==> src/rtl/pwm_servo_multi.sv <==
// Multi-channel servo PWM: one shared frame counter, per-channel position -> pulse width,
// optional per-frame slew limiting, updates latched only at frame boundaries.

module pwm_servo_ch #(
  parameter int POS_W      = 8,
  parameter int CW         = 20,
  parameter int MIN_CYC    = 50000,
  parameter int STEP_CYC   = 196,
  parameter int MAX_CYC    = 100000,
  parameter int SLEW       = 0,
  parameter int RST_POS    = 128
) (
  input  logic             clk,
  input  logic             rst,
  input  logic             first,
  input  logic             wrap,
  input  logic [CW-1:0]    cnt,
  input  logic [POS_W-1:0] pos,
  input  logic             en,
  output logic             pwm
);
  localparam int WW = POS_W + CW + 34;

  logic [POS_W-1:0] cur, nxt, diff;
  logic             en_l, en_eff;
  logic [WW-1:0]    raw, w;

  always_comb begin
    diff = (pos > cur) ? pos - cur : cur - pos;
    nxt  = pos;
    if (SLEW != 0 && int'(diff) > SLEW)
      nxt = (pos > cur) ? cur + POS_W'(SLEW) : cur - POS_W'(SLEW);
  end

  always_comb begin
    raw = WW'(MIN_CYC) + WW'(cur) * WW'(STEP_CYC);
    w   = (raw > WW'(MAX_CYC)) ? WW'(MAX_CYC) : raw;
  end

  // Frame 0 has no latched enable yet: the first edge after reset uses en directly.
  assign en_eff = first ? en : en_l;

  always_ff @(posedge clk) begin
    if (rst) begin
      cur  <= POS_W'(RST_POS);
      en_l <= 1'b0;
      pwm  <= 1'b0;
    end else begin
      if (first) begin
        en_l <= en;
      end else if (wrap) begin
        en_l <= en;
        cur  <= nxt;
      end
      pwm <= en_eff && (WW'(cnt) < w);
    end
  end
endmodule

module pwm_servo_multi #(
  parameter int CH         = 4,
  parameter int POS_W      = 8,
  parameter int PERIOD_CYC = 1000000,
  parameter int MIN_CYC    = 50000,
  parameter int STEP_CYC   = 196,
  parameter int MAX_CYC    = 100000,
  parameter int SLEW       = 0,
  parameter int RST_POS    = 2**(POS_W-1)
) (
  input  logic                clk,
  input  logic                rst,
  input  logic [CH*POS_W-1:0] pos,
  input  logic [CH-1:0]       en,
  output logic [CH-1:0]       out,
  output logic                frame_start
);
  localparam int CW = $clog2(PERIOD_CYC);

  logic [CW-1:0] cnt;
  logic          pend, wrap;

  assign wrap = (cnt == CW'(PERIOD_CYC - 1));

  always_ff @(posedge clk) begin
    if (rst) begin
      cnt         <= '0;
      pend        <= 1'b1;
      frame_start <= 1'b0;
    end else begin
      pend        <= 1'b0;
      cnt         <= wrap ? '0 : cnt + 1'b1;
      frame_start <= (cnt == '0);
    end
  end

  for (genvar i = 0; i < CH; i++) begin : g_ch
    pwm_servo_ch #(
      .POS_W(POS_W), .CW(CW), .MIN_CYC(MIN_CYC), .STEP_CYC(STEP_CYC),
      .MAX_CYC(MAX_CYC), .SLEW(SLEW), .RST_POS(RST_POS)
    ) u_ch (
      .clk  (clk),
      .rst  (rst),
      .first(pend),
      .wrap (wrap),
      .cnt  (cnt),
      .pos  (pos[i*POS_W +: POS_W]),
      .en   (en[i]),
      .pwm  (out[i])
    );
  end
endmodule

==> config.mk <==
export PLATFORM = sky130hd
export DESIGN_NAME = pwm_servo_multi
export DESIGN_NICKNAME = d
export VERILOG_FILES = /design/src/rtl/pwm_servo_multi.sv
export SDC_FILE = /design/constraint.sdc
export NUM_CORES = 1
export LEC_CHECK = 0
export ABC_AREA = 1
export BUFFER_PORTS_ARGS = -buffer_cell sky130_fd_sc_hd__buf_2
export CELL_PAD_IN_SITES_DETAIL_PLACEMENT = 1
export CELL_PAD_IN_SITES_GLOBAL_PLACEMENT = 1
export CORE_MARGIN = 8
export CORE_UTILIZATION = 40
export DETAILED_ROUTE_END_ITERATION = 10
export PLACE_DENSITY_LB_ADDON = 0.12
export REMOVE_ABC_BUFFERS = 1
export SLEW_MARGIN = 30
export SYNTH_ARGS = -nofsm -noshare
export SYNTH_HDL_FRONTEND = slang
export SYNTH_SLANG_ARGS = --single-unit
export TNS_END_PERCENT = 1
==> constraint.sdc <==
create_clock -name clk -period 6.6 [get_ports clk]
set_input_delay 0.33 -clock clk [delete_from_list [all_inputs] [get_ports clk]]
set_output_delay 0.33 -clock clk [all_outputs]
set_load 0.05 [all_outputs]
## Word-level counts from Yosys, hierarchy flattened

Cells that the tools add are included.

| word-level totals | value |
|---|---|
| register bits | 62 |
| output and inout bits | 5 |
| input port bits | 38 |
| logic and storage cells | 59 |

| operators by class | value |
|---|---|
| mux-type cells | 17 |
| reductions and logical operators | 8 |
| bitwise operators | 1 |
| $mul | 4 |
| $lt $le $gt $ge | 8 |
| equal/unequal tests | 1 |
| add/subtract/negate cells | 5 |

Operators with widths:

| operator | count |
|---|---|
| $gt A62 B17 Y1 const B | 4 |
| $lt A20 B62 Y1 | 4 |
| $mux W62 | 4 |
| $add A16 B16 Y17 const A | 4 |
| $mul A8 B6 Y14 const B | 4 |
| $add A20 B1 Y20 const B | 1 |
| $eq A20 B20 Y1 const B | 1 |
| $logic_not A20 Y1 | 1 |
| $mux W1 | 13 |
| $logic_and A1 B1 Y1 | 4 |
| $reduce_and A2 Y1 | 1 |
| $reduce_bool A2 Y1 | 1 |
| $reduce_or A2 Y1 | 1 |
| $not A1 Y1 | 1 |

## Longest topological paths before layout

| depth | value |
|---|---|
| depth in word-level cells | 6 |
| gate-level depth with buffers | 30 |
| gate-level depth less buffers | 30 |

## Hierarchy

From an unflattened synthesis, not the netlist that was laid out.

| unflattened totals | value |
|---|---|
| cells, all modules | 1257 |
| area total of the unflattened synthesis | 8364.3 um^2 |

By module, submodules not included:

| module | sequential area each (um^2) | instances | cells each | area each (um^2) |
|---|---|---|---|---|
| pwm_servo_ch (g_ch[0].u_ch ...) | 200.2 | 2 | 276 | 1818.0 |
| pwm_servo_ch (g_ch[1].u_ch ...) | 200.2 | 2 | 269 | 1793.0 |
| pwm_servo_multi | 440.4 | 1 | 167 | 1142.3 |

## Worst setup path before layout

Ideal clock, no wire load.

| timing path | value |
|---|---|
| path kind | register to register |
| from | register g_ch[0].u_ch.cur[2] |
| to | register g_ch[0].u_ch.pwm |
| data required time | 6.534 ns |
| buffers on the path | 0 |
| period minus slack after synthesis | 4.226 ns |
| stages on the path, launching flop included | 25 |
| path slack | 2.374 ns |
| arrival time | 4.160 ns |
| library setup time | 0.066 ns |
| cell sequence | dfxtp_1 -> ha_1 -> fa_1 -> ha_1 -> ha_1 -> fa_1 -> nor2_1 -> nand2_1 -> nand2_1 -> inv_2 -> nand2_4 -> nor2_4 -> xnor2_1 -> nor2_2 -> nand2_2 -> nand2_4 -> inv_1 -> or2_2 -> ha_1 -> nand2_1 -> nor2_1 -> a211oi_1 -> o221a_2 -> nand2_1 -> a21oi_2 |

| between the ends | value |
|---|---|
| word-level cells in the longest chain between the ends | 6 |

Ends and longest elaborated chain:

| what | line | text |
|---|---|---|
| start, declared | 24 | `logic [POS_W-1:0] cur, nxt, diff;` |
| start signal, assigned | 45 | `cur <= POS_W'(RST_POS);` |
| start signal, assigned | 53 | `cur <= nxt;` |
| $mul A8 B6 Y14 * | 36 | `raw = WW'(MIN_CYC) + WW'(cur) * WW'(STEP_CYC);` |
| $add A16 B16 Y17 * | 36 |  |
| $gt A62 B17 Y1 | 37 | `w = (raw > WW'(MAX_CYC)) ? WW'(MAX_CYC) : raw;` |
| $mux W62 * | 37 |  |
| $lt A20 B62 Y1 * | 55 | `pwm <= en_eff && (WW'(cnt) < w);` |
| $logic_and A1 B1 Y1 * | 55 |  |
| end signal, assigned | 55 |  |
| end, declared | 20 | `output logic pwm` |

Every way passes the cells marked *; elsewhere a longest branch is shown, timed or not.
A chain may end at the register's enable or synchronous reset.

## Final worst setup path

| timing path | value |
|---|---|
| from | register g_ch[2].u_ch.cur[2] |
| to | register g_ch[2].u_ch.pwm |

| between the ends | value |
|---|---|
| word-level cells in the longest chain between the ends | 6 |

Ends and longest elaborated chain:

| what | line |
|---|---|
| start, declared | 24 |
| start signal, assigned | 45 |
| start signal, assigned | 53 |
| $mul A8 B6 Y14 * | 36 |
| $add A16 B16 Y17 * | 36 |
| $gt A62 B17 Y1 | 37 |
| $mux W62 * | 37 |
| $lt A20 B62 Y1 * | 55 |
| $logic_and A1 B1 Y1 * | 55 |
| end signal, assigned | 55 |
| end, declared | 20 |

Marked as above.

==> impl_metrics.toml <==
[sta]
hold_viol = 0
worst_slew_pin_slew_ns = 0.701
fin_crit_sh = 0.713
grt_setup_unrepaired = "false"
finalHoldWorstSlack_ns = 0.203
timing.setup.tns_ns = 0
clock_period_minus_worst_slack_ns = 4.71
final-setup-viol-count = 0
fin_worst_skew_ns = 0.00616
final-max-slew-violation-count = 0
maxSlewHeadroom = 0.532
finalWorstSetupSlack_ns = 1.89
fmax_ghz = 0.212

[final_layout]
drive_above_1_share = 0.0976
n_antenna_cell = 0
layout.cell_area.non_filler_mm2 = 0.00860
final_common_cell = "nand2_1"
area_growth_syn_to_layout_pct = 10.1
final_cell_mix = "nand2_1 (290), ha_1 (181), inv_1 (146)"
fillers = 2576
num-nets-final = 1394

[floorplan]
die_area_mm2 = 0.0243
placement_rows = 51
io_pins = 43
die_height_um = 156
std_cell_core_area_mm2 = 0.0193
die_w_um = 156
initial_core_util = 0.404

[clock_network]
postCtsSetupBuffers = 0
clkLatencyLatePin_ns = 0.34
cts_hold_buf = 0
clkSinkCount = 62
ctsResizeCount = 0
clock_tree.root_cell = "clkbuf_16"
cts_made_buffers = 9
tritoncts = "built"
clockBufferDepth = 2
cts.htree.levels = 3
clk_pin_slew_worst_paths_ns = 0.06

[critical_path]
timing.setup.critical_path_class = "reg -> reg"
timing.critical_path.fanout_max = 7
critPathCaptureType = "flip-flop"
worst_ep_required_time_ns = 6.87
setup.worst_path.start_class = "flip-flop"
critical_path_arrival_ns = 4.97

[synth]
yosys_warnings = 0
post_synthesis_sequential_element_count = 62
cell_types_occupying_the_most_area_after_synthesis = "ha_1 (29%), dfxtp_1 (16%), nand2_1 (14%), inv_1 (7.1%), a21oi_1 (5.1%)"
synth-edff-count = 0
seq_area_frac_synth = 0.159
asyncSetResetFlopFracSynth = 0
post_synth_num_cell_types = 44
netlist_area_mm2 = 0.00781
syn-instance-count = 1123
synth_top_cell_by_area = "ha_1"
syn_avg_cell_area_um2 = 6.96
yosys.area.top_type_share = 0.290
yosys_most_used_dff = "dfxtp_1"

[placed_design]
placed_area_mm2 = 0.00830
dp_hpwl_mm = 16.7
place_congestion = 0.783
setup_slack_placement_ns = 1.86
port_buffers = 42

[run_status]
status = "finished clean"

[power]
peakVddDrop_mv = 0.126
total_leakage_power_nw = 4.75
power_per_cell_area_mw_per_mm2 = 108

[routing]
drc_errors = 0
dr.pass1.iters = 4
routedWlPerCell_um = 14.2
drt_iter0_drc = 261
post_drt_via_cell_ratio = 5.03
routed_wirelength_mm = 20.3
postRouteAntennaNets = 0
vias = 7214

[job]
max_cap_viol_count = 0

[grt]
grt.overflow.total = 0
pin_count_of_the_biggest_net_entering_global_routing = 32
first_global_vias = 7446
grt_usage = 0.176
antenna_violations_before_repair = 0
grt_pass1_wl_mm = 35.1

[hold_path]
worst_hold_path_type = "in -> reg"
[power by group]
part / total (mW) / internal [mW] / switching (mW)
logic: 0.0456 / 0.0166 / 0.0290
clock network: 0.498 / 0.311 / 0.187
registers: 0.385 / 0.380 / 0.00509
[area by class of cell]
type                       instances  area (um2)  area share
timing repair buffer              45         233      0.0271
sequential                        62        1240       0.144
inverter                         152         571      0.0663
tap                              265         332      0.0386
multi-input combinational        893        5920       0.689
clock inverter                     4        45.0     0.00524
clock buffer                      12         256      0.0298
[final timing paths]
| kind | from | end | slack, ns | cells after the start |
|---|---|---|---|---|
| setup / recovery | g_ch[2].u_ch.cur[2]$_SDFFE_PP0P_ | g_ch[2].u_ch.pwm$_SDFF_PP0_ | 1.89 | 23 |
| hold / removal | pos[23] | g_ch[2].u_ch.cur[7]$_SDFFE_PP1P_ | 0.20 | 3 |
| setup reg to reg | g_ch[2].u_ch.cur[2]$_SDFFE_PP0P_ | g_ch[2].u_ch.pwm$_SDFF_PP0_ | 1.89 | 23 |
| hold reg to reg | g_ch[2].u_ch.en_l$_SDFFE_PP0P_ | g_ch[2].u_ch.en_l$_SDFFE_PP0P_ | 0.46 | 2 |
[flip-flops by register name, indices dropped and copies added (netlist names)]
name / flops
cnt: 20
g_ch.u_ch.pwm: 4
pend: 1
g_ch.u_ch.en_l: 4
g_ch.u_ch.cur: 32
frame_start: 1
[through the flow]
stage / power, mW / utilization / instances
floorplan: 0.416 / - / 1107
global placement: 0.438 / 0.429 / 1417
detailed placement: 0.440 / 0.429 / 1417
CTS: 0.942 / 0.445 / 1433
global route: 0.966 / 0.445 / 1433
finish: 0.929 / 0.445 / 1433
[worst max-delay path: stages (launching register included)]
cell and delay (ns):
dfxtp_1 0.41, ha_1 0.29, fa_1 0.47, ha_1 0.31, ha_1 0.25, fa_1 0.46, xor2_2 0.23, nand2_1 0.10
nor2_1 0.15, nand2_1 0.09, nand2_1 0.07, nand3_1 0.09, nor2_2 0.08, nand2_1 0.09, nand2_4 0.12, inv_1 0.12
or2_2 0.30, ha_1 0.27, nand2_1 0.08, nor2_1 0.05, a211oi_1 0.18, o221a_2 0.21, nand2_1 0.07, a21oi_2 0.13
[cell usage after synthesis (5+ instances only)]
library cell / count
nand4_1: 21
fa_1: 12
nor2_1: 72
nor2_2: 9
inv_1: 147
a21oi_1: 80
or2_2: 10
clkbuf_1: 10
ha_1: 181
nand3_1: 68
dfxtp_1: 62
o21ai_0: 41
nor4_1: 5
nor3_1: 15
a211oi_1: 6
nand2_1: 290
xnor2_1: 9
xor2_1: 14
nand3b_1: 13
nand2_2: 8
[per-layer routing]
layer | GRT usage | share of wire | vias up
li1 | - | - | 3805
met2 | 0.303 | 0.46 | 60
met4 | 0.0407 | 0.011 | 0
met1 | 0.231 | 0.50 | 3333
met5 | 0 | 0 | -
met3 | 0.0208 | 0.033 | 16
[cell families (layout without fill, tap and decap cells)]
group / count (synthesis) / in the layout / share of synthesized area
AO/OA/AOI/OAI: 145 / 145 / 0.102
XOR/XNOR: 25 / 25 / 0.0300
adder cells (fa/ha/maj): 193 / 193 / 0.321
buffers and inverters: 168 / 213 / 0.0830
flip-flops: 62 / 62 / 0.159
AND/OR/NAND/NOR: 530 / 530 / 0.305
No activity file was read; power rests on OpenSTA's default activity.
